## src/rtl/out_arb.sv

```systemverilog
// rtl/out_arb.sv - per-output round-robin arbiter and packet mux
// Optional: OUT_ARB_HANDOVER_EN enables zero-bubble grant handover on TAIL.
`ifndef PORT
`define PORT 3
`endif
`ifndef PKTW
`define PKTW 15
`endif
`ifndef FLOWBH
`define FLOWBH 15
`endif
`ifndef FLOWBL
`define FLOWBL 14
`endif
`ifndef TAIL
`define TAIL 2'b10
`endif

module out_arb #(
   parameter int NIN  = 4,
   parameter int PTRW = 2
) (
   input  logic             clk,
   input  logic             rst,
   input  logic [`PORT:0]   req,
   input  logic [`PKTW:0]   pkt0,
   input  logic [`PKTW:0]   pkt1,
   input  logic [`PKTW:0]   pkt2,
   input  logic [`PKTW:0]   pkt3,
   output logic [`PORT:0]   ack,
   output logic [PTRW-1:0]  sel,
   output logic [`PKTW:0]   pkto,
   output logic             vo
);

   typedef enum logic {IDLE, BUSY} state_t;

   state_t           state, state_n;
   logic [PTRW-1:0]  ptr, ptr_n, sel_n;
   logic [`PORT:0]   ack_n;
   logic [PTRW-1:0]  scan_base, win, idx;
   logic [`PORT:0]   scan_req;
   logic             found;
   logic [`PKTW:0]   cur;
   logic             tail;

   always_comb begin
      cur = pkt3;
      case (sel)
         2'd0:    cur = pkt0;
         2'd1:    cur = pkt1;
         2'd2:    cur = pkt2;
         default: cur = pkt3;
      endcase
   end

   assign tail = (state == BUSY) && (cur[`FLOWBH:`FLOWBL] == `TAIL);
   assign pkto = (state == BUSY) ? cur : '0;
   assign vo   = (state == BUSY);

   // In BUSY the scan is only used on TAIL for handover: owner masked, start after owner.
   always_comb begin
      scan_base = ptr;
      scan_req  = req;
      if (state == BUSY) begin
         scan_base = sel + 1'b1;
         scan_req  = req & ~ack;
      end
      found = 1'b0;
      win   = '0;
      idx   = '0;
      for (int k = 0; k < NIN; k++) begin
         idx = scan_base + PTRW'(k);
         if (!found && scan_req[idx]) begin
            found = 1'b1;
            win   = idx;
         end
      end
   end

   always_comb begin
      state_n = state;
      ptr_n   = ptr;
      sel_n   = sel;
      ack_n   = ack;
      case (state)
         IDLE: begin
            if (found) begin
               state_n = BUSY;
               sel_n   = win;
               ack_n   = {{`PORT{1'b0}}, 1'b1} << win;
            end
         end
         default: begin
            if (tail) begin
               ptr_n   = sel + 1'b1;
               state_n = IDLE;
               ack_n   = '0;
`ifdef OUT_ARB_HANDOVER_EN
               if (found) begin
                  state_n = BUSY;
                  sel_n   = win;
                  ack_n   = {{`PORT{1'b0}}, 1'b1} << win;
               end
`endif
            end
         end
      endcase
   end

   always_ff @(posedge clk) begin
      if (rst) begin
         state <= IDLE;
         ptr   <= '0;
         sel   <= '0;
         ack   <= '0;
      end else begin
         state <= state_n;
         ptr   <= ptr_n;
         sel   <= sel_n;
         ack   <= ack_n;
      end
   end

endmodule

```

## config.mk

```make
export PLATFORM = sky130hd
export DESIGN_NAME = out_arb
export DESIGN_NICKNAME = d
export VERILOG_FILES = /design/src/rtl/out_arb.sv
export SDC_FILE = /design/constraint.sdc
export NUM_CORES = 1
export LEC_CHECK = 0
export ABC_AREA = 1
export CELL_PAD_IN_SITES_DETAIL_PLACEMENT = 1
export CELL_PAD_IN_SITES_GLOBAL_PLACEMENT = 1
export CORE_UTILIZATION = 24
export CTS_BUF_LIST = sky130_fd_sc_hd__clkbuf_4
export DETAILED_ROUTE_END_ITERATION = 10
export PLACE_DENSITY_LB_ADDON = 0.1
export SYNTH_ARGS = -nofsm -noshare
export SYNTH_HDL_FRONTEND = slang
export SYNTH_SLANG_ARGS = --single-unit
```

## constraint.sdc

```tcl
create_clock -name clk -period 6 [get_ports clk]
set_clock_uncertainty 0.2 [all_clocks]
set_input_delay 0.9 -clock clk [delete_from_list [all_inputs] [get_ports clk]]
set_output_delay 0.9 -clock clk [all_outputs]
set_load 0.005 [all_outputs]
```

==> reports/results.tsv <==
stage	metric	value	unit
run_status	status	completed	
clock_network	Post-CTS Resized	0	
sta	Hold WS	0.277	ns
worst_setup_path	CP startpoint kind	flip-flop	
sta	final worst path period need	3.75	ns
worst_setup_path	slowest stage delay, CP	0.59	ns
worst_setup_path	critical path class	flip-flop to primary output	
synth	Seq/Total Area, Yosys	0.136	
worst_setup_path	CP top delay family	buffers and inverters	
drt	drc violations	0	
power_and_ir_drop	VDD IR max	0.000142	V
grt	pin count of the biggest net entering global routing	21	
worst_setup_path	buffers plus inverters on the worst setup path	2	
sta	Slew @ Worst Pin	0.653	ns
worst_setup_path	FF-to-FF Start	sel[0]$_SDFFE_PP0P_	
drt	WL/cell	14.3	um
worst_setup_path	Crit Path Max Fanout	17	
clock_network	Clock transition at path regs	0.08	ns
synth	Mapped Nets	308	
run	total of max-cap violations	0	
placed_design	DP Cell Count	383	
grt	wire length of the first global-routing pass	9450	um
placed_design	post-detail-place hpwl	4600	um
min_path	Hold Crit Class	flip-flop to flip-flop	
drt	DRT iter0 DRCs	80	
sta	final hold vios	0	
clock_network	TritonCTS clock tree	done	
final_layout	fin area	2280	um^2
grt	initial antenna violation count	0	
drt	drt total wl	5520	um
clock_network	clock sink count	9	
worst_setup_path	CP Depth	5	
clock_network	htree depth	1	
synth	Post-synth EDFFs	0	
clock_network	CTS max path bufs	2	
sta	slew margin rel.	0.565	
synth	number of synthesis warnings	0	
synth	area share of the largest cell type after synthesis	0.239	
sta	setup tns final	0	ns
sta	fmax	267	MHz
worst_setup_path	slowest cell on the critical path	clkdlybuf4s50_1	
synth	fraction of registers with async set/reset	0	
final_layout	synth-to-layout area growth	72.8	%
clock_network	CTS Hold Buffers Added	0	
synth	netlist area before placement	1320	um^2
worst_setup_path	CP arrival	2.65	ns
final_layout	fin cells	387	
sta	final setup violation count	0	
placed_design	Port Buffer Count	92	
synth	Synth top cells by count	nand2_1, a21oi_1, o21ai_0	
power_and_ir_drop	P_leak	0.940	nW
synth	Seq cells post-synth	9	
worst_setup_path	CP required	4.90	ns
synth	Yosys cell types	22	
grt	Total GRT Usage	0.199	
synth	Synth Flop Type	dfxtp_1	
floorplan	die span in y	76.2	um
sta	Slew Viols, Final	0	
floorplan	die width	76.2	um
synth	synth top area cells	nand2_1, dfxtp_1, a21oi_1	
final_layout	ANT cells	0	
drt	drt first pass iters	4	
floorplan	Die ar.	5800	um^2
floorplan	starting density of the core	0.254	
drt	total number of vias	1867	
min_path	hold path start	ptr[1]$_SDFFE_PP0P_	
final_layout	share of cells above drive strength 1	0.107	
floorplan	Std-Cell Rows	26	
power_and_ir_drop	Pwr per Cell Area	406	nW/um^2
grt	number of global-route vias before repair	1952	
clock_network	TritonCTS Buffers	3	
min_path	hold depth	2	
worst_setup_path	Crit. End Element	primary output	
floorplan	Placeable Area	5200	um^2
worst_setup_path	crit path cell chain	ha_1, inv_1, o21ai_0, a31oi_1, clkdlybuf4s50_1	
placed_design	Placer Congestion	0.749	
final_layout	Nets	392	
floorplan	# IOs	93	
placed_design	Placed Area	2250	um^2
worst_setup_path	crit path from	sel[0]$_SDFFE_PP0P_	
drt	ANT nets after route	0	
worst_setup_path	cells on worst reg2reg path	8	
synth	most instantiated library cell after synthesis	nand2_1	
grt	GRT Residual Overflow	0	
sta	RSZ-0062 raised after global routing	no	
synth	Mapped Cells	234	
sta	Tcrit/Tclk final	0.625	
clock_network	Clk Tree Root Cell	clkbuf_4	
synth	post-synth top area cell	nand2_1	
synth	Syn Area/Cell	5.64	um^2
drt	routed vias/inst	4.82	
clock_network	Skew-Pair Late Insertion Delay	0.27	ns
clock_network	post-CTS setup buffer count	0	
## per-stage QoR
step,setup WS (ns),utilization,power (mW)
6_report,2.25,0.438,0.927
5_1_grt,2.01,0.438,1.03
4_1_cts,2.19,0.438,0.941
3_5_place_dp,2.48,0.433,0.887
3_3_place_gp,2.49,0.433,0.877
2_1_floorplan,3.45,-,0.618
## layout make-up
| type | count | area (um^2) |
|---|---|---|
| multi-input combinational | 194 | 988 |
| clock inverter | 1 | 5.00 |
| timing repair buffer | 93 | 928 |
| sequential | 9 | 180 |
| inverter | 17 | 68.8 |
| fill | 704 | 2920 |
| tap | 70 | 87.6 |
| clock buffer | 3 | 22.5 |
## placed cells by master (no fill, tap or decap), types with 3 or more instances in the layout
| master | instances |
|---|---|
| o21ai_0 | 17 |
| nand2_1 | 84 |
| nand2_4 | 4 |
| dfxtp_1 | 9 |
| nor2_2 | 4 |
| inv_1 | 16 |
| nand2_2 | 15 |
| ha_1 | 4 |
| clkbuf_4 | 3 |
| clkdlybuf4s50_1 | 92 |
| a21oi_1 | 22 |
| nor2_1 | 5 |
| nand3_1 | 15 |
| a31oi_1 | 15 |
## report_power, final
part	total, mW	switching [mW]	internal [mW]
logic	0.767	0.445	0.323
clock network	0.0498	0.0251	0.0247
registers	0.110	0.0295	0.0805
total	0.927	0.499	0.428
## worst register-to-register path: cells and delay by family, from the launching register on
family | cells | cell delay, ns
and+or+nand+nor | 5 | 0.41
AOI/OAI and AO/OA | 1 | 0.43
buffers and inverters | 1 | 0.41
adders and majority gates | 1 | 0.55
DFF | 1 | 0.41
## state kept, by name (all words and copies together) (netlist names)
name  flops
ack       4
vo        1
ptr       2
sel       2
## metal layers
layer / vias to the layer above / track usage / wire length (um)
met5: - / 0 / 0
met4: 0 / 0.0250 / 38
met3: 4 / 0.0611 / 433
met2: 61 / 0.362 / 2630
met1: 861 / 0.234 / 2420
li1: 941 / - / -
## final timing paths
| check | slack [ns] | end |
|---|---|---|
| max | 2.25 | pkto[15] |
| min reg2reg | 0.28 | ptr[1]$_SDFFE_PP0P_ |
| min | 0.28 | ptr[1]$_SDFFE_PP0P_ |
| max reg2reg | 3.45 | ack[0]$_SDFFE_PP0P_ |
## cell families (layout without fill, tap and decap cells)
kind of cell	count (synthesis)	in the layout	synth area share
AOI/OAI and AO/OA	60	60	0.256
adders and majority gates	4	4	0.0379
buffers and inverters	31	114	0.115
DFF	9	9	0.136
and+or+nand+nor	130	130	0.455
No activity file was read; power rests on OpenSTA's default activity.
